==> config.mk <==
export PLATFORM = sky130hd
export DESIGN_NAME = layer1_sequencer
export DESIGN_NICKNAME = d
export VERILOG_FILES = /design/src/rtl/layer1_sequencer.sv
export SDC_FILE = /design/constraint.sdc
export NUM_CORES = 1
export LEC_CHECK = 0
export CAP_MARGIN = 10
export CORE_ASPECT_RATIO = 0.5
export CORE_MARGIN = 8
export CORE_UTILIZATION = 33
export DETAILED_ROUTE_END_ITERATION = 10
export MAX_ROUTING_LAYER = met4
export PLACE_DENSITY = 0.75
export REMOVE_ABC_BUFFERS = 1
export SYNTH_ARGS = -nofsm -noshare
export SYNTH_HDL_FRONTEND = slang
export SYNTH_SLANG_ARGS = --single-unit
export TNS_END_PERCENT = 50
==> constraint.sdc <==
create_clock -name clk -period 2.1 [get_ports clk]
set_input_delay 0.315 -clock clk [delete_from_list [all_inputs] [get_ports clk]]
set_output_delay 0.315 -clock clk [all_outputs]
set_load 0.02 [all_outputs]
==> src/rtl/layer1_sequencer.sv <==
// layer1_sequencer: time-multiplexes one neuron_layer1 MAC/ReLU over all layer-1 neurons.
// Optional LAYER1_ARGMAX_EN adds a running argmax over the frame (pred_valid/pred_idx).
module layer1_sequencer #(
    parameter int N_INPUTS  = 784,
    parameter int N_NEURONS = 32,
    parameter int DW        = 32,
    parameter int IAW       = $clog2(N_INPUTS),
    parameter int WAW       = $clog2(N_INPUTS*N_NEURONS),
    parameter int NAW       = $clog2(N_NEURONS)
) (
    input  logic           clk,
    input  logic           rst,
    input  logic           start,
    output logic           busy,
    output logic           done,
    output logic [IAW-1:0] in_addr,
    input  logic [DW-1:0]  in_data,
    output logic [WAW-1:0] w_addr,
    input  logic [DW-1:0]  w_data,
    output logic [NAW-1:0] b_addr,
    input  logic [DW-1:0]  b_data,
    output logic           n_bias_load,
    output logic           n_valid,
    output logic [DW-1:0]  n_value,
    output logic [DW-1:0]  n_weight,
    input  logic [DW-1:0]  n_relu,
    output logic           res_valid,
    output logic [NAW-1:0] res_idx,
    output logic [DW-1:0]  res_data
`ifdef LAYER1_ARGMAX_EN
    ,
    output logic           pred_valid,
    output logic [NAW-1:0] pred_idx
`endif
);

    typedef enum logic [2:0] {
        IDLE,
        BIAS,
        MAC,
        DRAIN,
        CAPTURE
    } state_t;

    localparam logic [IAW-1:0] I_LAST = IAW'(N_INPUTS - 1);
    localparam logic [NAW-1:0] J_LAST = NAW'(N_NEURONS - 1);
    localparam logic [WAW-1:0] W_STEP = WAW'(N_INPUTS);

    state_t         state;
    state_t         state_nx;
    logic [IAW-1:0] i_cnt;
    logic [NAW-1:0] j_cnt;
    logic [WAW-1:0] w_off;
    logic           drain_cnt;
    logic           last_j;

    assign last_j = (j_cnt == J_LAST);

    // State register.
    always_ff @(posedge clk) begin
        if (rst) state <= IDLE;
        else     state <= state_nx;
    end

    // Next-state logic and address generation from registered state.
    always_comb begin
        state_nx = state;
        busy     = (state != IDLE);
        in_addr  = '0;
        w_addr   = '0;
        b_addr   = '0;
        unique case (state)
            IDLE:    if (start) state_nx = BIAS;
            BIAS: begin
                b_addr   = j_cnt;
                state_nx = MAC;
            end
            MAC: begin
                in_addr = i_cnt;
                w_addr  = w_off + WAW'(i_cnt);
                if (i_cnt == I_LAST) state_nx = DRAIN;
            end
            DRAIN:   if (drain_cnt) state_nx = CAPTURE;
            CAPTURE: state_nx = last_j ? IDLE : BIAS;
            default: state_nx = IDLE;
        endcase
    end

    // Input, drain and neuron counters; w_off tracks j*N_INPUTS.
    always_ff @(posedge clk) begin
        if (rst) begin
            i_cnt     <= '0;
            j_cnt     <= '0;
            w_off     <= '0;
            drain_cnt <= 1'b0;
        end else begin
            unique case (state)
                IDLE: if (start) begin
                    i_cnt <= '0;
                    j_cnt <= '0;
                    w_off <= '0;
                end
                BIAS: begin
                    i_cnt     <= '0;
                    drain_cnt <= 1'b0;
                end
                MAC:   i_cnt     <= i_cnt + IAW'(1);
                DRAIN: drain_cnt <= 1'b1;
                CAPTURE: if (!last_j) begin
                    j_cnt <= j_cnt + NAW'(1);
                    w_off <= w_off + W_STEP;
                end
                default: ;
            endcase
        end
    end

    // Strobes delayed one cycle to line up with synchronous memory data.
    always_ff @(posedge clk) begin
        if (rst) begin
            n_bias_load <= 1'b0;
            n_valid     <= 1'b0;
            res_valid   <= 1'b0;
            done        <= 1'b0;
            res_idx     <= '0;
            res_data    <= '0;
        end else begin
            n_bias_load <= (state == BIAS);
            n_valid     <= (state == MAC);
            res_valid   <= (state == CAPTURE);
            done        <= (state == CAPTURE) && last_j;
            if (state == CAPTURE) begin
                res_idx  <= j_cnt;
                res_data <= n_relu;
            end
        end
    end

    assign n_value  = n_bias_load ? b_data : in_data;
    assign n_weight = w_data;

`ifdef LAYER1_ARGMAX_EN
    logic [DW-1:0]  best_val;
    logic [NAW-1:0] best_idx;
    logic           take;

    // Neuron 0 seeds the maximum; strict compare keeps the lowest index on ties.
    assign take = (j_cnt == '0) || ($signed(n_relu) > $signed(best_val));

    // Running maximum over captured results, published with done.
    always_ff @(posedge clk) begin
        if (rst) begin
            best_val   <= '0;
            best_idx   <= '0;
            pred_valid <= 1'b0;
            pred_idx   <= '0;
        end else begin
            pred_valid <= (state == CAPTURE) && last_j;
            if (state == IDLE && start) begin
                best_val <= '0;
                best_idx <= '0;
            end else if (state == CAPTURE) begin
                if (take) begin
                    best_val <= n_relu;
                    best_idx <= j_cnt;
                end
                if (last_j) pred_idx <= take ? j_cnt : best_idx;
            end
        end
    end
`endif

endmodule

==> run metrics <==
warning count from the yosys run=0; Fmax achieved=421 MHz; clock latency reported for the late side of the worst-skew pair=330 ps; power density cells=527 mW/mm²; number of global-route vias before repair=4225; Slowest Stage Delay on Critical Path=330 ps; layout cell share with drive strength beyond 1=24.9%; post-placement cell area=0.00627 mm²; via count=4155; maximum vdd ir drop=0.408 mV; clock tree from TritonCTS=yes; slew of the pin with the lowest slew margin=566 ps; total area of multi-input combinational cells=0.00239 mm²; count of final setup violators=9; die area=0.0159 mm²; Commonest cells post-synth=nand2_1, dfxtp_1, a21oi_1, nor2_1, buf_4; Max-slew headroom=62.1%; Final Hold Violating Endpoints=0; area overhead of the layout relative to synthesis=72.1%; maximum number of pins on one net before global-route repair=35; share of synthesized flip-flops with an asynchronous set or reset=0%; post-synthesis cell area=0.00395 mm²; wire length reported by the detailed router=15.9 mm; number of placed instances, taps included=853; number of nets in the final layout=847; peak fanout along the critical path=4; clock power share=38.8%; number of distinct library cell variants in the gate-level netlist after synthesis=47; x dimension of the die=171 µm; Detailed Routing Iterations Pass 1=5; GRT Total Usage=19.5%; endpoint arrival time on the critical path=2060 ps; I/O pin count=267; final design instance area without fill=0.00680 mm²; Critical Path Source Type=register; IO buf count=202; post-detailed-placement half-perimeter wirelength=12.2 mm; Switching Share=27.6%; Floorplan Core Area=0.0117 mm²; Max H-tree Level=3; Worst Min Path Start=rst; accumulated negative setup slack=-1440 ps; status=finished with violations; max-cap check violation count=0; setup repair after global routing missed its margin=true; Int Power=2600 µW; Critical Path Most Common Cell=a21oi_2; share of the core filled with cells=58.0%; Sequential Power Share=38.7%; Overflow after GRT=0; Hold Buf Count CTS=0; Die Y-Extent=93.4 µm; part of the cycle the worst path needs=113%; syn avg cell area=8.08 µm²; count of clock tree sinks=71; count of placed standard cells in the final layout, fillers left out=875; synth top area cells=dfxtp_1, mux2_2, nand2_1, buf_4, a21oi_1; FF/Latch Area=0.00144 mm²; number of enable flip-flop cells after synthesis=0; leakage component of the power=0.00262 µW; Starting Density=33.7%; RePlAce Congestion=0.873; Clock Skew=5.83 ps; combinational fraction of design power=22.4%; most repeated cell in the gate-level netlist after synthesis=nand2_1; required time at the endpoint of the critical path=1780 ps; global-route wire length before repair=23.6 mm; total chip power=3590 µW; launch point of the worst path=i_cnt[5]; number of DRC markers after the initial detailed-route iteration=177; commonest register cell after synthesis=dfxtp_1; flip-flop and latch count after synthesis=71; total of fill cells in the finished design=1013; fraction of synthesized cell area taken by the top area cell type=36.0%; Std-Cell Rows=28; synthesized netlist cell count=489; class of the most critical hold timing path=input pin to register; Crit Reg-Reg Startpoint=j_cnt[0]; DRC violation count after routing=0; fraction of the yosys area taken by sequential cells=36.0%; maximum buffer depth of the clock tree=2; clock tree root driver cell=clkbuf_16; Cell Chain, Critical Path=ha_4 -> a21oi_4 -> o211ai_1 -> a21oi_2 -> or3_1 -> a21oi_2 -> buf_6; Routed WL per cell=18.2 µm; clock-pin slew reported for the worst setup and hold paths after clock tree synthesis=60 ps; violated checks=setup timing; cell with the biggest individual delay on the critical path=dfxtp_2; total count of max-transition violations in the final report=0; drt via density=4.75; clock period minus worst slack=2370 ps; net switching power of the design=990 µW; crit end category=output port; critical path class=register to output port; ANT nets after route=0; min setup slack post-route=-274 ps; initial antenna violation count=0; Ant. Diodes=0; largest area contributor in the netlist=dfxtp_1; total clock buffers created by CTS=9
==> path summary, 6_finish.rpt <==
check	depth (start not counted)	slack (ps)	to
worst max-delay path	7	-270	w_addr[11]
worst min register to register	2	450	res_data[2]
worst min-delay path	3	380	state[0]
worst max register to register	8	50	w_off[11]
==> layer usage <==
layer,vias to the layer above,wire (µm),track usage (%)
met2,107,8130,32.6
met1,1975,6700,22.6
met3,20,803,5.38
met5,-,0,-
li1,2053,-,-
met4,0,280,5.80
==> metrics by stage <==
| stage | setup WS (ps) | hold slack, ps |
|---|---|---|
| floorplan | -75.1 | 384 |
| global placement | -428 | 441 |
| detailed placement | -482 | 446 |
| CTS | -255 | 389 |
| global route | -369 | 409 |
| finish | -274 | 380 |
==> what timing repair did <==
action / 4_1_cts / 5_1_grt
buffers inserted: 5 / 3
resized for setup: 140 / 46
setup endpoints to repair: 63 / 36
pin swaps: 9 / 8
==> worst max-delay path: cells and delay by family, from the launching register on <==
family          cells  cell delay (ps)
simple gates        1              330
buf+inv             1              130
compound gates      4              650
fa+ha+maj           1              280
flops               1              330
==> layout make-up <==
type / instances / area share, %
well taps: 165 / 3.03
clock inverters: 6 / 0.681
inverters: 6 / 0.331
repair buffers: 265 / 36.3
clock buffers: 10 / 3.37
multi-input cells: 352 / 35.2
flip-flops and latches: 71 / 21.1
==> cell usage in the layout (no fill, tap or decap), drive strengths merged, types with 2 or more instances in the layout <==
master	count
buf	73
ha	11
clkbuf	12
xor2	16
inv	7
a211oi	3
nor3b	2
nor3	9
dfxtp	71
nand2	88
clkdlybuf4s50	138
a22oi	4
a211o	2
dlygate4sd2	36
and3	9
clkinvlp	2
a21oi	48
clkinv	3
nand2b	4
and2	21
mux2	32
o211ai	2
o21ai	7
clkdlybuf4s15	16
nand4	6
xnor2	7
or3	6
nor2	42
mux2i	3
nor4	2
nand3	13
==> registers in the layout, indices dropped and copies added, names as in the netlist <==
signal and count:
j_cnt 5, state 3, i_cnt 10, res_valid 1
res_idx 5, n_bias_load 1, w_off 11, res_data 32
drain_cnt 1, done 1, n_valid 1
==> power by group through the flow <==
stage                     logic, µW  clock network [µW]  registers [µW]
after floorplan                 308                   0            1440
after global placement          804                   0            1410
after detailed placement        813                   0            1420
after CTS                       781                1420            1390
after global routing            859                1480            1390
final                           805                1390            1390
==> logic make-up after synthesis <==
logic type | after synthesis | share of synthesized area (%)
simple gates | 208 | 24.5
buf+inv | 66 | 9.75
fa+ha+maj | 11 | 3.48
mux | 35 | 9.88
xor+xnor | 23 | 5.10
other cells | 1 | 0.0949
flops | 71 | 36.0
compound gates | 74 | 11.2
No activity file was read; power rests on OpenSTA's default activity.
